[src/rtl/tdm_demux_4ch.sv]
// tdm_demux_4ch: receive-side TDM demultiplexer, 4 slots per frame.
//
// Each cycle with dvalid=1 carries one word. sync flags slot 0. Words for
// slots 0..2 are held in shadow registers. The slot-3 word goes directly to
// z3, and all four channel outputs update together. After lock, a missing
// sync at slot 0 is tolerated (flywheel). A sync that arrives mid-frame
// drops the partial frame, raises sync_err and restarts the frame at slot 0.
//
// Ports:
//   clk, rst_n     clock, asynchronous active-low reset
//   din, dvalid    TDM word and its valid strobe
//   sync           slot-0 marker, only looked at when dvalid=1
//   z0..z3         channel words of the last published frame
//   frame_valid    one-cycle pulse when z0..z3 update
//   locked         high once the first sync has been accepted
//   sync_err       one-cycle pulse when a sync lands mid-frame
//
// Optional build macro TDM_DEMUX_PARITY_EN adds:
//   dpar           even parity over din, sampled with each beat
//   par_err        one-cycle pulse in place of frame_valid for a frame
//                  that had a parity error; z0..z3 keep their old values
//
// State  | meaning
// HUNT   | waiting for a sync beat; non-sync beats are dropped
// LOCKED | tracking slots 0..3; leaves this state only on reset
module tdm_demux_4ch #(
  parameter int WIDTH = 8,
  parameter int Tpd   = 1
) (
  input  logic             clk,
  input  logic             rst_n,
  input  logic [WIDTH-1:0] din,
  input  logic             dvalid,
  input  logic             sync,
`ifdef TDM_DEMUX_PARITY_EN
  input  logic             dpar,
  output logic             par_err,
`endif
  output logic [WIDTH-1:0] z0,
  output logic [WIDTH-1:0] z1,
  output logic [WIDTH-1:0] z2,
  output logic [WIDTH-1:0] z3,
  output logic             frame_valid,
  output logic             locked,
  output logic             sync_err
);

  // Tpd only applies to behavioural models. The synthesized outputs have
  // no delay. Negative values are meaningless, so this block does nothing.
  if (Tpd < 0) begin : g_tpd_unused
  end

  typedef enum logic {HUNT, LOCKED} state_t;

  state_t           state;
  logic [1:0]       slot;
  logic [WIDTH-1:0] sh0, sh1, sh2;
  logic             take0;
  logic             complete;
  logic             publish_ok;

  // A beat starts a new frame when it acquires lock, when it falls on slot 0,
  // or when sync arrives early. An early sync takes priority over completion.
  assign take0    = dvalid && (sync || (state == LOCKED && slot == 2'd0));
  assign complete = dvalid && !sync && state == LOCKED && slot == 2'd3;

`ifdef TDM_DEMUX_PARITY_EN
  logic beat_bad;
  logic frame_bad;

  assign beat_bad   = ^{din, dpar};
  assign publish_ok = !(frame_bad || beat_bad);

  always_ff @(posedge clk or negedge rst_n) begin
    if (!rst_n) begin
      frame_bad <= 1'b0;
      par_err   <= 1'b0;
    end else begin
      par_err <= complete && !publish_ok;
      if (take0)
        frame_bad <= beat_bad;
      else if (dvalid && state == LOCKED)
        frame_bad <= frame_bad || beat_bad;
    end
  end
`else
  assign publish_ok = 1'b1;
`endif

  always_ff @(posedge clk or negedge rst_n) begin
    if (!rst_n) begin
      state       <= HUNT;
      slot        <= 2'd0;
      sh0         <= '0;
      sh1         <= '0;
      sh2         <= '0;
      z0          <= '0;
      z1          <= '0;
      z2          <= '0;
      z3          <= '0;
      frame_valid <= 1'b0;
      locked      <= 1'b0;
      sync_err    <= 1'b0;
    end else begin
      frame_valid <= 1'b0;
      sync_err    <= 1'b0;
      if (take0) begin
        sh0      <= din;
        slot     <= 2'd1;
        state    <= LOCKED;
        locked   <= 1'b1;
        sync_err <= (state == LOCKED) && (slot != 2'd0);
      end else if (dvalid && state == LOCKED) begin
        case (slot)
          2'd1: begin
            sh1  <= din;
            slot <= 2'd2;
          end
          2'd2: begin
            sh2  <= din;
            slot <= 2'd3;
          end
          2'd3: begin
            slot <= 2'd0;
            if (publish_ok) begin
              z0          <= sh0;
              z1          <= sh1;
              z2          <= sh2;
              z3          <= din;
              frame_valid <= 1'b1;
            end
          end
          default: ;
        endcase
      end
    end
  end

endmodule

[config.mk]
export PLATFORM = sky130hd
export DESIGN_NAME = tdm_demux_4ch
export DESIGN_NICKNAME = d
export VERILOG_FILES = /design/src/rtl/tdm_demux_4ch.sv
export SDC_FILE = /design/constraint.sdc
export NUM_CORES = 1
export LEC_CHECK = 0
export BUFFER_PORTS_ARGS = -buffer_cell sky130_fd_sc_hd__buf_2
export CORE_MARGIN = 2
export CORE_UTILIZATION = 58
export CTS_BUF_LIST = sky130_fd_sc_hd__clkbuf_16
export CTS_CLUSTER_DIAMETER = 150
export DETAILED_ROUTE_END_ITERATION = 8
export GPL_TIMING_DRIVEN = 0
export PLACE_DENSITY = 0.81
export SLEW_MARGIN = 5
export SYNTH_ARGS = -nofsm -noshare
export SYNTH_HDL_FRONTEND = slang
export SYNTH_SLANG_ARGS = --single-unit
[constraint.sdc]
create_clock -name clk -period 3.96 [get_ports clk]
set_input_delay 0.396 -clock clk [delete_from_list [all_inputs] [get_ports clk]]
set_output_delay 0.396 -clock clk [all_outputs]
set_load 0.03 [all_outputs]
==> results.yml <==
routing:
  wirelength_um: 4667
  via_count: 1349
  drt_iter0_markers: 68
  first_pass_iters: 4
  avgViaCountPerCell: 5.375
  drc: 0
  wl_per_cell_um: 18.59
  ant_nets: 0
worst_setup_path:
  rr_startpoint: "slot[0]"
  r2r_end: "sh0[2]"
  arrival_ns: 1.79
  path_max_fanout: 8
  crit_type: "reg2reg"
  ff2ff_setup_slack_ns: 2.37
  cp-end-kind: "register"
  critPathLaunchType: "register"
  cp.required_ns: 4.16
  ff2ff_path_depth: 3
final_layout:
  antenna_cells: 0
  nNetsFinal: 208
  layout_common_cells: "dfrtp_1, buf_2, mux2_2, mux2_4, clkbuf_16"
  drive_above_1_share_pct: 63.68
  final_common_cell: "dfrtp_1"
  syn2layout_area_growth_pct: 25.22
floorplanning:
  dieArea_mm2: 0.004707
  chipWidth_um: 68.61
  fp-row-count: 23
  ioPinCount: 47
  die_h_um: 68.61
  core-area_mm2: 0.004000
  start_util_pct: 60.53
logic_synthesis:
  synth_seq_cells: 61
  synth_area_mm2: 0.002421
  synth.avg_cell_area_um2: 17.42
  syn_nets: 151
  ys_seq_area_share_pct: 63.05
  syn_inst: 139
  ys_types: 15
  ys.warnings.count: 0
place:
  dp_worst_setup_slack_ns: 2.304
  hpwl_um: 2886
  gp_congestion: 0.7374
  portBuffers: 46
clock_network:
  post_cts_buffers: 0
  path_clk_slew_ns: 0.05
  clk-insertion-delay-late_ns: 0.31
  cts-root-buf: "clkbuf_16"
  cts_tree: "done"
  htreeDepth: 3
  clock-sinks: 61
  cts_max_path_buffers: 2
  numCtsBuffers: 9
  ctsHoldBuffers: 0
  post_cts_resized: 0
grt:
  grt_antenna_before_repair: 0
  grt_max_degree: 62
  grt_pass1_wl_um: 7438
  grt_usage_pct: 23.20
  overflow: 0
  grt_pass1_vias: 1478
timing:
  rsz0062_at_grt: "no"
  max_freq_mhz: 627.6
  tightest_slew_ns: 0.7209
  whs_ns: 0.1483
  skew_ns: 0.005359
  min_period_over_period_pct: 40.24
  relSlewSlack_pct: 51.94
  period_needed_ns: 1.593
  maxSlewViolCount: 0
  worst_slack_ns: 2.367
  hold_viol: 0
  setup_violations: 0
  fin_setup_tns_ns: 0
power:
  power.internal_w: 0.001831
  power_frac_seq_pct: 37.8
  power_w: 0.002758
  p_comb_share_pct: 33.0
  leakagePower_nw: 1.520
  pwr-share-clk_pct: 29.2
  irDropWorstVdd_v: 0.0004954
  switching_power_w: 0.0009270
  pwr_density_cell_mw_per_mm2: 909.6
  switching_share_pct: 33.62
job:
  cap_violations: 0
worst_hold_path:
  hold_path.class: "in2async"
run_status:
  status: "finished clean"
worst max-delay path, cell delays in order, from the launching register on:
cell     delay (ns)
dfrtp_1        0.36
buf_2          0.18
o31ai_4        0.53
mux2_2         0.40
flip-flops by register name (all words and copies together), names as in the netlist:
signal and cells:
sh1 8, sh0 8, sh2 8, sync_err 1, state 1, z2 8
z3 8, z0 8, frame_valid 1, z1 8, slot 2
final cells by class:
cell class	count	area, um2
Sequential cell	61	1526
Fill cell	239	968.4
Multi-Input combinational cell	71	829.5
Timing Repair Buffer	46	232.7
Clock buffer	9	225.2
Clock inverter	7	90.09
Tap cell	50	62.56
Buffer	6	61.31
Inverter	1	3.754
power by group through the flow:
stage	Combinational (W)	Sequential (W)	Clock (W)
2_1_floorplan	0.000346	0.00133	0
3_3_place_gp	0.000881	0.00102	0
3_5_place_dp	0.000907	0.00104	0
4_1_cts	0.000921	0.00104	0.000820
5_1_grt	0.000965	0.00107	0.000859
6_report	0.000909	0.00104	0.000806
per-stage QoR:
step                utilization [%]  cell area, um2  cells
CTS                           75.73            3029    251
detailed placement            67.84            2714    235
global placement              67.84            2714    235
global route                  75.79            3032    251
finish                        75.79            3032    251
floorplan                         -            2421    139
logic make-up (layout without fill, tap and decap cells):
group / after synthesis / count (layout) / synth area share (%)
DFF: 61 / 61 / 63.05
muxes: 56 / 56 / 28.99
and+or+nand+nor: 8 / 8 / 2.584
AOI/OAI and AO/OA: 7 / 7 / 2.687
buffers and inverters: 7 / 69 / 2.687
synth_stat cells:
library cell  instances  share of area [%]
o31ai_4               1               0.88
nand2b_1              1               0.26
mux2_2               37                 17
mux2_4               19                 12
and3b_1               2               0.72
buf_6                 5                2.3
nand3_4               1               0.72
and3b_2               1               0.41
o21ai_0               3               0.62
inv_1                 1               0.15
dfrtp_1              61                 63
a21o_2                2               0.72
buf_2                 1               0.21
o2111a_1              1               0.47
nand2_1               3               0.47
routing by layer:
layer | share of wire [%] | global-route usage (%) | up-vias | wire (um)
li1 | - | - | 612 | -
met1 | 42 | 27.75 | 690 | 1981
met5 | 0 | 0 | - | 0
met4 | 1.4 | 10.00 | 0 | 65
met3 | 3.9 | 6.981 | 7 | 180
met2 | 52 | 38.82 | 40 | 2440
how the worst max path moves through the flow:
stage             from  endpoint  slack (ns)
3_3_place_gp    dvalid    sh0[1]        2.36
6_report       slot[0]    sh0[2]        2.37
4_1_cts        slot[0]    sh0[2]        2.36
3_5_place_dp    dvalid    sh0[6]        2.30
2_1_floorplan    state    sh1[0]        2.39
5_1_grt          state    sh0[6]        2.27
Power figures use the tool's default switching activity.
